`src/rtl/led_pkg.sv`:
```
// Shared types and sizing helpers for the WS2812-style LED frame sequencer.
package led_pkg;

    localparam int PIXEL_BITS = 24;

    typedef logic [PIXEL_BITS-1:0] pixel_t;

    typedef enum logic [1:0] {
        ST_IDLE  = 2'd0,
        ST_FETCH = 2'd1,
        ST_SEND  = 2'd2,
        ST_LATCH = 2'd3
    } led_state_t;

    function automatic int clog2_min1(input int value);
        return (value > 1) ? $clog2(value) : 1;
    endfunction

    function automatic int cnt_width(input int bit_cycles, input int reset_cycles);
        return clog2_min1((bit_cycles > reset_cycles) ? bit_cycles : reset_cycles);
    endfunction

endpackage

```
`src/rtl/led_bit_timer.sv`:
```
// Shared bit-period / latch-gap cycle counter and the registered NRZ high-time compare.
module led_bit_timer
    import led_pkg::*;
#(
    parameter int T0H_CYCLES   = 20,
    parameter int T1H_CYCLES   = 40,
    parameter int BIT_CYCLES   = 62,
    parameter int RESET_CYCLES = 15000
) (
    input  logic clk_in,
    input  logic rst_n_in,
    input  logic clr,
    input  logic send_next,
    input  logic bit_next,
    output logic bit_end,
    output logic latch_end,
    output logic strip_out
);

    localparam int CNT_W = cnt_width(BIT_CYCLES, RESET_CYCLES);
    localparam logic [CNT_W-1:0] T0H_C      = CNT_W'(T0H_CYCLES);
    localparam logic [CNT_W-1:0] T1H_C      = CNT_W'(T1H_CYCLES);
    localparam logic [CNT_W-1:0] BIT_LAST   = CNT_W'(BIT_CYCLES - 1);
    localparam logic [CNT_W-1:0] LATCH_LAST = CNT_W'(RESET_CYCLES - 1);

    logic [CNT_W-1:0] count_q;
    logic [CNT_W-1:0] count_d;

    always_comb begin
        count_d = clr ? '0 : count_q + CNT_W'(1);
    end

    // The line level is computed from the count the next cycle will hold,
    // so the registered output lines up with that cycle's count.
    always_ff @(posedge clk_in or negedge rst_n_in) begin
        if (!rst_n_in) begin
            count_q   <= '0;
            strip_out <= 1'b0;
        end else begin
            count_q   <= count_d;
            strip_out <= send_next && (count_d < (bit_next ? T1H_C : T0H_C));
        end
    end

    assign bit_end   = (count_q == BIT_LAST);
    assign latch_end = (count_q == LATCH_LAST);

endmodule

```
`src/rtl/led_frame_sequencer.sv`:
```
// Streams one frame of NUM_LEDS pixels onto a one-wire LED strip with a one-entry prefetch.
// Optional LED_FRAME_SEQUENCER_AUTO_REPEAT_EN adds stop_in and restarts frames automatically.
module led_frame_sequencer
    import led_pkg::*;
#(
    parameter int NUM_LEDS     = 64,
    parameter int T0H_CYCLES   = 20,
    parameter int T1H_CYCLES   = 40,
    parameter int BIT_CYCLES   = 62,
    parameter int RESET_CYCLES = 15000
) (
    input  logic                               clk_in,
    input  logic                               rst_n_in,
    input  logic                               start_in,
`ifdef LED_FRAME_SEQUENCER_AUTO_REPEAT_EN
    input  logic                               stop_in,
`endif
    output logic                               pixel_req_out,
    output logic [clog2_min1(NUM_LEDS)-1:0]    pixel_index_out,
    input  logic                               pixel_valid_in,
    input  logic [PIXEL_BITS-1:0]              pixel_data_in,
    output logic                               strip_out,
    output logic                               busy_out,
    output logic                               frame_done_out
);

    localparam int IDX_W     = clog2_min1(NUM_LEDS);
    localparam int BIT_IDX_W = $clog2(PIXEL_BITS);
    localparam logic [IDX_W-1:0]     LAST_PIX = IDX_W'(NUM_LEDS - 1);
    localparam logic [BIT_IDX_W-1:0] LAST_BIT = BIT_IDX_W'(PIXEL_BITS - 1);

    led_state_t           state_q,    state_d;
    logic [BIT_IDX_W-1:0] bit_idx_q,  bit_idx_d;
    pixel_t               shift_q,    shift_d;
    pixel_t               buf_q,      buf_d;
    logic                 buf_full_q, buf_full_d;
    logic [IDX_W-1:0]     cur_pix_q,  cur_pix_d;
    logic [IDX_W-1:0]     idx_d;
    logic [IDX_W-1:0]     next_pix;
    logic                 req_d, busy_d, done_d;
    logic                 handshake;
    logic                 cnt_clr, bit_end, latch_end;

    always_comb begin
        state_d    = state_q;
        bit_idx_d  = bit_idx_q;
        shift_d    = shift_q;
        buf_d      = buf_q;
        buf_full_d = buf_full_q;
        cur_pix_d  = cur_pix_q;
        idx_d      = pixel_index_out;
        req_d      = pixel_req_out;
        done_d     = 1'b0;
        next_pix   = cur_pix_q + IDX_W'(1);
        handshake  = pixel_req_out & pixel_valid_in;

        case (state_q)
            ST_IDLE: begin
                if (start_in) begin
                    state_d = ST_FETCH;
                    idx_d   = '0;
                    req_d   = 1'b1;
                end
            end
            ST_FETCH: begin
                if (handshake) begin
                    state_d   = ST_SEND;
                    shift_d   = pixel_data_in;
                    bit_idx_d = '0;
                    cur_pix_d = pixel_index_out;
                    req_d     = (pixel_index_out != LAST_PIX);
                    if (pixel_index_out != LAST_PIX)
                        idx_d = pixel_index_out + IDX_W'(1);
                end
            end
            ST_SEND: begin
                if (handshake) begin
                    buf_d      = pixel_data_in;
                    buf_full_d = 1'b1;
                    req_d      = 1'b0;
                end
                if (bit_end) begin
                    if (bit_idx_q != LAST_BIT) begin
                        bit_idx_d = bit_idx_q + BIT_IDX_W'(1);
                        shift_d   = {shift_q[PIXEL_BITS-2:0], 1'b0};
                    end else if (cur_pix_q == LAST_PIX) begin
                        state_d = ST_LATCH;
                    end else if (buf_full_q || handshake) begin
                        // A prefetch landing on the final bit edge goes straight to the shifter.
                        shift_d    = buf_full_q ? buf_q : pixel_data_in;
                        buf_full_d = 1'b0;
                        bit_idx_d  = '0;
                        cur_pix_d  = next_pix;
                        if (next_pix != LAST_PIX) begin
                            req_d = 1'b1;
                            idx_d = next_pix + IDX_W'(1);
                        end
                    end else begin
                        state_d = ST_FETCH;
                    end
                end
            end
            ST_LATCH: begin
                if (latch_end) begin
                    done_d  = 1'b1;
                    state_d = ST_IDLE;
                    idx_d   = '0;
`ifdef LED_FRAME_SEQUENCER_AUTO_REPEAT_EN
                    if (!stop_in) begin
                        state_d = ST_FETCH;
                        req_d   = 1'b1;
                    end
`endif
                end
            end
            default: state_d = ST_IDLE;
        endcase

        busy_d  = (state_d != ST_IDLE);
        cnt_clr = !((state_q == state_d) &&
                    ((state_q == ST_LATCH) || ((state_q == ST_SEND) && !bit_end)));
    end

    // NOTE: outputs are flops loaded from next-state values, so they change on
    // the same edge as the state they describe rather than one cycle later.
    always_ff @(posedge clk_in or negedge rst_n_in) begin
        if (!rst_n_in) begin
            state_q         <= ST_IDLE;
            bit_idx_q       <= '0;
            shift_q         <= '0;
            buf_q           <= '0;
            buf_full_q      <= 1'b0;
            cur_pix_q       <= '0;
            pixel_index_out <= '0;
            pixel_req_out   <= 1'b0;
            busy_out        <= 1'b0;
            frame_done_out  <= 1'b0;
        end else begin
            state_q         <= state_d;
            bit_idx_q       <= bit_idx_d;
            shift_q         <= shift_d;
            buf_q           <= buf_d;
            buf_full_q      <= buf_full_d;
            cur_pix_q       <= cur_pix_d;
            pixel_index_out <= idx_d;
            pixel_req_out   <= req_d;
            busy_out        <= busy_d;
            frame_done_out  <= done_d;
        end
    end

    led_bit_timer #(
        .T0H_CYCLES  (T0H_CYCLES),
        .T1H_CYCLES  (T1H_CYCLES),
        .BIT_CYCLES  (BIT_CYCLES),
        .RESET_CYCLES(RESET_CYCLES)
    ) u_bit_timer (
        .clk_in    (clk_in),
        .rst_n_in  (rst_n_in),
        .clr       (cnt_clr),
        .send_next (state_d == ST_SEND),
        .bit_next  (shift_d[PIXEL_BITS-1]),
        .bit_end   (bit_end),
        .latch_end (latch_end),
        .strip_out (strip_out)
    );

endmodule

```
`config.mk`:
```
export PLATFORM = sky130hd
export DESIGN_NAME = led_frame_sequencer
export DESIGN_NICKNAME = d
export VERILOG_FILES = /design/src/rtl/led_pkg.sv /design/src/rtl/led_bit_timer.sv /design/src/rtl/led_frame_sequencer.sv
export SDC_FILE = /design/constraint.sdc
export NUM_CORES = 1
export LEC_CHECK = 0
export ABC_AREA = 1
export BUFFER_PORTS_ARGS = -buffer_cell sky130_fd_sc_hd__buf_2
export CORE_MARGIN = 8
export CORE_UTILIZATION = 50
export DETAILED_ROUTE_END_ITERATION = 10
export PLACE_DENSITY = 0.72
export SLEW_MARGIN = 15
export SYNTH_ARGS = -nofsm -noshare
export SYNTH_HDL_FRONTEND = slang
export SYNTH_SLANG_ARGS = --single-unit
```
`constraint.sdc`:
```
create_clock -name clk_in -period 4.2 [get_ports clk_in]
set_clock_uncertainty 0.05 [all_clocks]
set_input_delay 0.42 -clock clk_in [delete_from_list [all_inputs] [get_ports clk_in]]
set_output_delay 0.42 -clock clk_in [all_outputs]
set_load 0.01 [all_outputs]
```
==> results of run 1 <==
==> worst max path at each step <==
stage / from / to / slack, ns / cells after the start
final: state_q[1]$_DFF_PN0_ / u_bit_timer.strip_out$_DFF_PN0_ / 0.76 / 19
after global routing: state_q[1]$_DFF_PN0_ / u_bit_timer.strip_out$_DFF_PN0_ / 0.44 / 19
after CTS: state_q[1]$_DFF_PN0_ / u_bit_timer.strip_out$_DFF_PN0_ / 0.76 / 19
after detailed placement: state_q[1]$_DFF_PN0_ / u_bit_timer.strip_out$_DFF_PN0_ / 0.78 / 19
after global placement: state_q[1]$_DFF_PN0_ / u_bit_timer.strip_out$_DFF_PN0_ / 0.91 / 19
after floorplan: state_q[1]$_DFF_PN0_ / u_bit_timer.strip_out$_DFF_PN0_ / 1.30 / 21
==> placed cells by master, fill, tap and decap left out, types with 10 or more instances in the layout <==
cell,count
o21ai_0,90
nand3_1,24
inv_1,76
ha_1,15
buf_2,36
dfrtp_1,86
o22ai_1,15
nand2_1,143
nor2_2,12
nor2_1,36
xor2_1,14
o21ai_1,24
a31oi_1,23
inv_2,10
o21ai_2,12
==> registers in the layout (all words and copies together) (netlist names) <==
name	cells
bit_idx_q	5
buf_full_q	1
buf_q	24
busy_out	1
cur_pix_q	6
frame_done_out	1
pixel_index_out	6
pixel_req_out	1
shift_q	24
state_q	2
u_bit_timer.count_q	14
u_bit_timer.strip_out	1
==> logic make-up after synthesis <==
family | after synthesis | synth area share, %
flops | 86 | 41.4
fa+ha+maj | 15 | 3.61
simple gates | 257 | 22.7
compound gates | 181 | 19.7
xor+xnor | 15 | 2.53
mux | 4 | 0.842
buf+inv | 119 | 9.33
==> cell type report <==
class                           instances  area [sq um]
Multi-Input combinational cell        472          2560
Clock buffer                            9           124
Tap cell                              136           170
Sequential cell                        86          2150
Fill cell                             961          4590
Clock inverter                          7          55.1
Inverter                               88           332
Timing Repair Buffer                   45           248
==> layer usage <==
layer | part of all wire [%] | routed length, microns
met3 | 5.8 | 732
met5 | 0 | 0
met1 | 45 | 5700
met2 | 47 | 5980
met4 | 2.3 | 296
==> power groups by stage <==
stage	Combinational, mW	Clock, mW	Sequential [mW]
after floorplan	0.00568	0	0.844
after global placement	0.0414	0	0.844
after detailed placement	0.0421	0	0.844
after CTS	0.0422	0.566	0.827
after global routing	0.0476	0.597	0.827
final	0.0404	0.559	0.827
==> results.yml, run 1 <==
synth:
  synthCells: 677
  async_reset_ff_share_pct: 100
  ys_seq_area_share_pct: 41.4
  avgSynthCellArea_sq_um: 7.68
  yosys.cell_types.count: 44
  synth_common_cells: "143 x nand2_1, 90 x o21ai_0, 86 x dfrtp_1"
  synth.most_common_cell: "nand2_1"
  synth_ff_type: "dfrtp_1"
  synth_area_leaders: "dfrtp_1 41%, nand2_1 10%, o21ai_0 8.7%"
  syn-num-nets: 720
  synth-seq-cells: 86
  ys.warnings.count: 0
  synth-edff-count: 0
  synth_top_area_cell: "dfrtp_1"
  yosysTopAreaCellShare_pct: 41.4
  netlist_area_sq_um: 5200
worst_hold_path:
  worstHoldPathType: "in2async"
placement:
  place_area_sq_um: 5470
  port_buffers: 37
  place_congestion: 0.919
  dp_slack_ns: 0.779
  place_inst: 827
  hpwl_microns: 9050
pwr:
  p_int_mw: 1.06
  comb_power_share_pct: 2.8
  p_switching_mw: 0.366
  p_sw_share_pct: 25.6
  power_density_nw_per_um2: 253
  p_clk_share_pct: 39.2
  seq_power_share_pct: 58.0
  peakVddDrop_uv: 167
  power_mw: 1.43
  leakagePower_nw: 2.62
clock_network:
  cts_buffer_depth: 2
  cts_resized: 0
  htreeDepth: 3
  clkTransAtPathRegs_ns: 0.09
  cts.sinks: 86
  clk_latency_ns: 0.37
  cts_root_buf: "clkbuf_8"
  postCtsHoldBufs: 0
  cts_tree: "built"
  cts_buffers: 9
  cts_setup_buffers: 0
die:
  die_w_microns: 118
  start_util_pct: 50.8
  ios: 38
  die_area_sq_um: 13900
  die_h_microns: 118
  num_rows: 37
  core_sq_um: 10200
setup_path:
  cp_cell_sequence: "inv_1 > ha_1 > buf_4 > inv_1 > nor2_2 > inv_1 > nand3_1 > nand2_1 > nand2_2 > nand2_1 > nand2_2 > nand3_2 > nor2_1 > ha_1 > a21oi_1 > nand3_1 > nor2_1 > nand3_1 > a21oi_2"
  reg2reg_from: "state_q[1]$_DFF_PN0_"
  crit_path_start_kind: "flip-flop"
  worstPathMaxFanout: 26
  slowest_stage: "dfrtp_1"
  cp.required_ns: 4.45
  crit_family: "simple AND/OR/NAND/NOR gates"
  critPathBufInv: 4
  reg2reg_slack_ns: 0.76
  arrival_ns: 3.68
  crit_path_max_incr_delay_ns: 0.48
  crit_type: "reg2reg"
  reg2reg_depth: 19
  crit_path_end_kind: "flip-flop"
  r2r_end: "u_bit_timer.strip_out$_DFF_PN0_"
global_route:
  grt_start_max_net_pins: 49
  gr-max-usage-layer: "met2"
  use_met2_pct: 31.5
  grt_use_met3_pct: 3.26
  antenna_found_initial: 0
  globalRouteTotalUtil_pct: 19.1
  gr-usage-met1_pct: 24.2
  grt_pass1_wl_microns: 22300
  global_route.overflow_total: 0
  first_global_vias: 4785
drt:
  final_antenna_net_count: 0
  wl_per_cell_microns: 15.1
  drt_iter0_drc: 272
  drcViolationCount: 0
  num_vias: 4686
  wl_microns: 12700
  dr.pass1.iters: 5
  via_per_inst: 5.56
finish:
  design_area_sq_um: 5650
  drive_gt1_share_pct: 16.7
  final_util_pct: 55.2
  antennaDiodeCount: 0
  nets: 745
  layout.cells.non_filler: 843
  syn_to_final_growth_pct: 8.51
flow_run:
  cap_violations: 0
sta:
  period_share_pct: 81.8
  drv_slew: 0
  hold_viol: 0
  setup_tns_ns: 0
  setup_viol: 0
  setup_ws_ns: 0.764
  worst_hold_slack_ns: 0.0119
  slew_headroom_pct: 35.9
  rsz0062_at_grt: "false"
  max_freq_mhz: 291
  min_period_ns: 3.44
  worstMarginPinSlew_ns: 0.958
run_status:
  run_status: "completed"
Note: power is estimated with default switching activity, not from simulation.
==> inputs of run 2 (changes only) <==
--- a/config.mk
+++ b/config.mk
@@ -5,12 +5,12 @@
 export SDC_FILE = /design/constraint.sdc
 export NUM_CORES = 1
 export LEC_CHECK = 0
-export ABC_AREA = 1
+export ABC_AREA = 0
 export BUFFER_PORTS_ARGS = -buffer_cell sky130_fd_sc_hd__buf_2
 export CORE_MARGIN = 8
 export CORE_UTILIZATION = 50
 export DETAILED_ROUTE_END_ITERATION = 10
-export PLACE_DENSITY = 0.72
+export PLACE_DENSITY = 0.75
 export SLEW_MARGIN = 15
 export SYNTH_ARGS = -nofsm -noshare
 export SYNTH_HDL_FRONTEND = slang
==> constraint.sdc (replaced) <==
create_clock -name clk_in -period 2.8 [get_ports clk_in]
set_clock_uncertainty 0.05 [all_clocks]
set_input_delay 0.28 -clock clk_in [delete_from_list [all_inputs] [get_ports clk_in]]
set_output_delay 0.28 -clock clk_in [all_outputs]
set_load 0.01 [all_outputs]
==> run 2 against run 1 <==
The run now ends with negative setup slack left. Sequential cell count is the same. Register-to-register slack got worse by 0.95 ns. Worst setup slack worse by 0.95 ns. Critical path type unchanged. Highest routed layer unchanged.
==> results.yml, run 2 <==
run_status:
  run_status: "finished, violations left"
  violations: "negative setup slack"
drt:
  drt_iter0_drc: 325
  drcViolationCount: 0
  num_vias: 4484
  wl_microns: 13500
  dr.pass1.iters: 5
  final_antenna_net_count: 0
  via_per_inst: 5.85
  wl_per_cell_microns: 17.6
sta:
  rsz0062_at_grt: "true"
  slew_headroom_pct: 62.5
  setup_tns_ns: -0.189
  setup_viol: 1
  drv_slew: 0
  worstMarginPinSlew_ns: 0.563
  period_share_pct: 107
  min_period_ns: 2.99
  hold_viol: 0
  max_freq_mhz: 335
  setup_ws_ns: -0.189
  worst_hold_slack_ns: 0.0879
pwr:
  power_density_nw_per_um2: 363
  leakagePower_nw: 2.88
  peakVddDrop_uv: 355
  seq_power_share_pct: 56.6
  p_sw_share_pct: 26.6
  power_mw: 2.30
  p_clk_share_pct: 38.6
  comb_power_share_pct: 4.8
  p_int_mw: 1.69
  p_switching_mw: 0.612
synth:
  synth-seq-cells: 86
  yosysTopAreaCellShare_pct: 42.9
  synthCells: 518
  synth_common_cells: "86 x dfrtp_1, 62 x nand2_1, 34 x nor2_1"
  synth-edff-count: 0
  ys.warnings.count: 0
  netlist_area_sq_um: 5020
  avgSynthCellArea_sq_um: 9.69
  yosys.cell_types.count: 67
  synth_area_leaders: "dfrtp_1 43%, mux2_2 6.5%, nand2_1 4.6%"
  synth_top_area_cell: "dfrtp_1"
  synth.most_common_cell: "dfrtp_1"
  synth_ff_type: "dfrtp_1"
  async_reset_ff_share_pct: 100
  syn-num-nets: 561
  ys_seq_area_share_pct: 42.9
finish:
  drive_gt1_share_pct: 36.9
  final_common_cell: "buf_4"
  layout_common_cells: "91 x buf_4, 86 x dfrtp_1, 62 x nand2_1"
  fill_cells: 785
  nets: 672
  largestRegisters: "buf_q (24), shift_q (24), u_bit_timer.count_q (14)"
  syn_to_final_growth_pct: 26.0
  antennaDiodeCount: 0
global_route:
  grt_pass1_wl_microns: 22500
  first_global_vias: 4593
  grt_start_max_net_pins: 47
  antenna_found_initial: 0
  globalRouteTotalUtil_pct: 21.0
  global_route.overflow_total: 0
setup_path:
  cpMostUsedCell: "buf_4"
  crit_path_max_incr_delay_ns: 0.47
  worstPathMaxFanout: 2
  arrival_ns: 3.23
  slowest_stage: "o41a_1"
  crit_path_end_kind: "flip-flop"
  crit_path_start_kind: "flip-flop"
  crit_type: "reg2reg"
  critPathBufInv: 10
  cp_cell_sequence: "or3_4 > o41a_1 > o41ai_4 > buf_4 > buf_4 > buf_4 > buf_4 > buf_4 > buf_4 > buf_6 > buf_4 > buf_4 > buf_4 > a211oi_2 > a211oi_2"
  cp.required_ns: 3.05
  crit_family: "buffers and inverters"
clock_network:
  htreeDepth: 3
  cts_root_buf: "clkbuf_8"
  clkTransAtPathRegs_ns: 0.11
  cts.sinks: 86
  clk_latency_ns: 0.38
  cts_tree: "built"
  cts_buffer_depth: 2
  cts_buffers: 9
placement:
  port_buffers: 37
  place_congestion: 0.938
  hpwl_microns: 9160
die:
  core_sq_um: 9770
  die_h_microns: 116
  num_rows: 36
  ios: 38
  die_w_microns: 116
  start_util_pct: 51.4
  die_area_sq_um: 13500
flow_run:
  cap_violations: 0
worst_hold_path:
  worstHoldPathType: "in2reg"
==> run 2: cell types whose count changed in the layout (fill, tap and decap cells not counted), moves of 13 or more <==
cell	change
buf_4	+82
nand2_1	-81
o21ai_0	-65
inv_1	-59
mux2_2	+27
o21ai_1	-23
a31oi_1	-21
a22o_1	+16
a21oi_1	+15
o22ai_1	-15
and3_1	+13
==> run 2: cells by family (layout without fill, tap and decap cells) <==
group | count (synthesis) | after routing | synth area share, %
AOI/OAI and AO/OA | 136 | 136 | 20.0
xor gates and xnor gates | 21 | 21 | 3.66
adders and majority gates | 15 | 15 | 3.74
buffers and inverters | 50 | 165 | 4.91
DFF | 86 | 86 | 42.9
muxes | 31 | 31 | 6.93
and+or+nand+nor | 179 | 180 | 17.9
==> run 2: repair_timing <==
item | 4_1_cts | 5_1_grt
gates resized for setup | 9 | 13
hold endpoints to repair | 40 | 0
endpoints found under the setup margin | 2 | 14
pin swaps | 13 | 7
hold buffers | 1 | 0
gates cloned | 1 | 0
buffers inserted | 15 | 3
==> run 2: worst paths after layout <==
kind                                                  startpoint                          endpoint  slack, ns  depth (start not counted)
worst min register to register           shift_q[20]$_DFFE_PN0P_           shift_q[20]$_DFFE_PN0P_       0.44                          2
worst min-delay path                           pixel_data_in[15]             buf_q[15]$_DFFE_PN0P_       0.09                          2
min in group asynchronous                               rst_n_in  u_bit_timer.count_q[4]$_DFF_PN0_       0.39                          2
worst max register to register  u_bit_timer.count_q[6]$_DFF_PN0_   u_bit_timer.strip_out$_DFF_PN0_      -0.19                         15
max in group asynchronous                               rst_n_in          bit_idx_q[2]$_DFFE_PN0P_       1.67                          3
worst max-delay path            u_bit_timer.count_q[6]$_DFF_PN0_   u_bit_timer.strip_out$_DFF_PN0_      -0.19                         15
==> run 2: area by class of cell <==
type                    count  area [sq um]  share of cell area [%]
clock buffers               9           124                    1.96
repair buffers            131           916                    14.5
clock inverters             7          80.1                    1.27
flip-flops and latches     86          2150                    34.0
inverters                  18          67.6                    1.07
multi-input cells         383          2820                    44.6
well taps                 133           166                    2.63
==> run 2: power groups by stage <==
stage,registers (mW),logic (mW),clock network (mW)
after global routing,1.31,0.125,0.953
final,1.30,0.110,0.887
after detailed placement,1.33,0.110,0
after global placement,1.32,0.104,0
after floorplan,1.32,0.0460,0
after CTS,1.30,0.112,0.899
==> run 2: routing by layer <==
layer	up-vias	routed length, microns	global-route usage (%)	share of wire (%)
li1	2107	-	-	-
met1	2211	5720	25.4	42
met2	131	6890	36.4	51
met3	35	529	3.67	3.9
met4	0	353	7.78	2.6
met5	-	0	0	0
==> run 2: stage by stage <==
stage / instances / util (%) / instance area, sq um / setup slack, ns
5_1_grt: 767 / 64.7 / 6330 / -0.286
3_5_place_dp: 732 / 60.0 / 5870 / -0.245
4_1_cts: 764 / 63.8 / 6240 / -0.192
2_1_floorplan: 518 / - / 5110 / -0.227
3_3_place_gp: 732 / 60.0 / 5870 / -0.0928
6_report: 767 / 64.7 / 6330 / -0.189
==> inputs of run 3 (changes only) <==
--- a/config.mk
+++ b/config.mk
@@ -7,10 +7,12 @@
 export LEC_CHECK = 0
 export ABC_AREA = 0
 export BUFFER_PORTS_ARGS = -buffer_cell sky130_fd_sc_hd__buf_2
+export CELL_PAD_IN_SITES_DETAIL_PLACEMENT = 1
+export CELL_PAD_IN_SITES_GLOBAL_PLACEMENT = 1
 export CORE_MARGIN = 8
-export CORE_UTILIZATION = 50
+export CORE_UTILIZATION = 35
 export DETAILED_ROUTE_END_ITERATION = 10
-export PLACE_DENSITY = 0.75
+export PLACE_DENSITY = 0.69
 export SLEW_MARGIN = 15
 export SYNTH_ARGS = -nofsm -noshare
 export SYNTH_HDL_FRONTEND = slang
==> run 3 against run 2 <==
Final cell count grew 6.5%. First-iteration DRC count shrank 25%. Die area grew 37%. Register-to-register slack lost 0.05 ns. Non-clock buffer count grew 4. Worst setup slack lost 0.047 ns. Sequential share of layout area shrank 0.98 points. Global-route usage shrank 3.1 points. The flow still finishes with violations (negative setup slack). Cell area grew 3.0%. Sequential cell count is the same. Combinational power is essentially flat. Fmax shrank 1.5%.
==> results.yml, run 3 (synthesized netlist as in run 2, its figures left out) <==
pwr:
  peakVddDrop_uv: 198
  leakagePower_nw: 2.96
  p_clk_share_pct: 46.9
  power_density_nw_per_um2: 410
  p_sw_share_pct: 22.1
  power_mw: 2.67
  seq_power_share_pct: 48.9
  comb_power_share_pct: 4.2
  p_switching_mw: 0.589
  p_int_mw: 2.08
sta:
  rsz0062_at_grt: "true"
  hold_viol: 0
  max_freq_mhz: 329
  setup_tns_ns: -0.236
  setup_ws_ns: -0.236
  min_period_ns: 3.04
  drv_slew: 0
  slew_headroom_pct: 60.0
  period_share_pct: 108
  setup_viol: 1
  worstMarginPinSlew_ns: 0.599
global_route:
  global_route.overflow_total: 0
  gr-max-usage-layer: "met2"
  grt_pass1_wl_microns: 26200
  grt_start_max_net_pins: 48
  gr-usage-met1_pct: 20.6
  antenna_found_initial: 0
  grt_use_met3_pct: 2.93
  first_global_vias: 5114
  use_met2_pct: 32.3
  globalRouteTotalUtil_pct: 17.8
worst_hold_path:
  worstHoldPathType: "in2reg"
  min_from: "pixel_data_in[15]"
  hold_path_depth: 2
  hold-path-endpoint: "buf_q[15]$_DFFE_PN0P_"
finish:
  final_common_cell: "buf_4"
  nets: 675
  syn_to_final_growth_pct: 29.7
  drive_gt1_share_pct: 36.9
  largestRegisters: "buf_q (24), shift_q (24), u_bit_timer.count_q (14)"
  antennaDiodeCount: 0
  layout_common_cells: "96 x buf_4, 86 x dfrtp_1, 62 x nand2_1"
die:
  num_rows: 43
  die_w_microns: 136
  die_h_microns: 136
  die_area_sq_um: 18400
  core_sq_um: 13900
  start_util_pct: 36.0
  ios: 38
setup_path:
  crit_path_end_kind: "flip-flop"
  crit_path_start_kind: "flip-flop"
  r2r_end: "u_bit_timer.strip_out$_DFF_PN0_"
  reg2reg_depth: 12
  reg2reg_from: "u_bit_timer.count_q[8]$_DFF_PN0_"
  reg2reg_slack_ns: -0.24
  arrival_ns: 3.24
  crit_type: "reg2reg"
  cp.required_ns: 3.01
  worstPathMaxFanout: 4
clock_network:
  cts_buffers: 9
  cts_root_buf: "clkbuf_16"
  clkTransAtPathRegs_ns: 0.06
  cts_buffer_depth: 2
  clk_latency_ns: 0.35
  htreeDepth: 3
  cts_tree: "built"
  cts.sinks: 86
drt:
  final_antenna_net_count: 0
  dr.pass1.iters: 4
  wl_per_cell_microns: 19.3
  drcViolationCount: 0
  wl_microns: 15800
  num_vias: 4470
  via_per_inst: 5.47
  drt_iter0_drc: 244
placement:
  port_buffers: 37
  hpwl_microns: 11000
  place_congestion: 0.878
run_status:
  violations: "negative setup slack"
  run_status: "finished, violations left"
flow_run:
  cap_violations: 0
run 3: worst max path at each step:
stage | slack [ns] | cells after the start | startpoint | endpoint
detailed placement | -0.32 | 12 | u_bit_timer.count_q[10]$_DFF_PN0_ | u_bit_timer.strip_out$_DFF_PN0_
finish | -0.24 | 12 | u_bit_timer.count_q[8]$_DFF_PN0_ | u_bit_timer.strip_out$_DFF_PN0_
global placement | -0.13 | 13 | state_q[1]$_DFF_PN0_ | u_bit_timer.strip_out$_DFF_PN0_
CTS | -0.26 | 12 | u_bit_timer.count_q[1]$_DFF_PN0_ | u_bit_timer.strip_out$_DFF_PN0_
floorplan | -0.23 | 14 | u_bit_timer.count_q[11]$_DFF_PN0_ | u_bit_timer.strip_out$_DFF_PN0_
global route | -0.35 | 12 | u_bit_timer.count_q[0]$_DFF_PN0_ | u_bit_timer.strip_out$_DFF_PN0_
run 3: through the flow:
step	worst slack (ns)	hold WS, ns	area [sq um]	instances	util [%]
after global routing	-0.346	0.121	6510	817	46.7
after global placement	-0.130	0.268	6010	789	43.2
after floorplan	-0.227	-0.0656	5110	518	-
final	-0.236	0.129	6510	817	46.7
after detailed placement	-0.325	0.271	6010	789	43.2
after CTS	-0.264	0.118	6470	816	46.4
run 3: area by class of cell:
| type | count | area, sq um |
|---|---|---|
| multi-input cells | 382 | 2810 |
| clock inverters | 4 | 55.1 |
| clock buffers | 12 | 256 |
| inverters | 18 | 67.6 |
| flip-flops and latches | 86 | 2150 |
| well taps | 180 | 225 |
| fillers | 1578 | 7420 |
| repair buffers | 135 | 951 |
run 3: power groups by stage:
stage,Combinational [mW],Sequential (mW),Clock (mW)
after floorplan,0.0460,1.32,0
after global placement,0.107,1.32,0
after detailed placement,0.113,1.33,0
after CTS,0.115,1.30,1.29
after global routing,0.128,1.31,1.34
final,0.112,1.30,1.25
run 3: routing by layer:
metal  vias up  routed length, microns
met4         0                     310
met5         -                       0
met3        20                     374
met2        49                    8300
met1      2291                    6780
li1       2110                       -
run 3: what timing repair did:
action,CTS,global route
gates resized for setup,11,8
pin swaps,11,6
setup buffers,11,1
endpoints found under the setup margin,1,29
endpoints found under the hold margin,39,0
hold buffers,1,0
run 3: critical path, cell delays in order (launching register included):
cell and delay (ns):
dfrtp_1 0.40, or3_4 0.43, o41a_1 0.46, o41ai_4 0.27, a211oi_2 0.15, nand3_4 0.15, nor2_4 0.06, ha_4 0.23
nand3_4 0.09, nor2_2 0.05, a211oi_2 0.18, nand4_1 0.16, a211oi_2 0.25
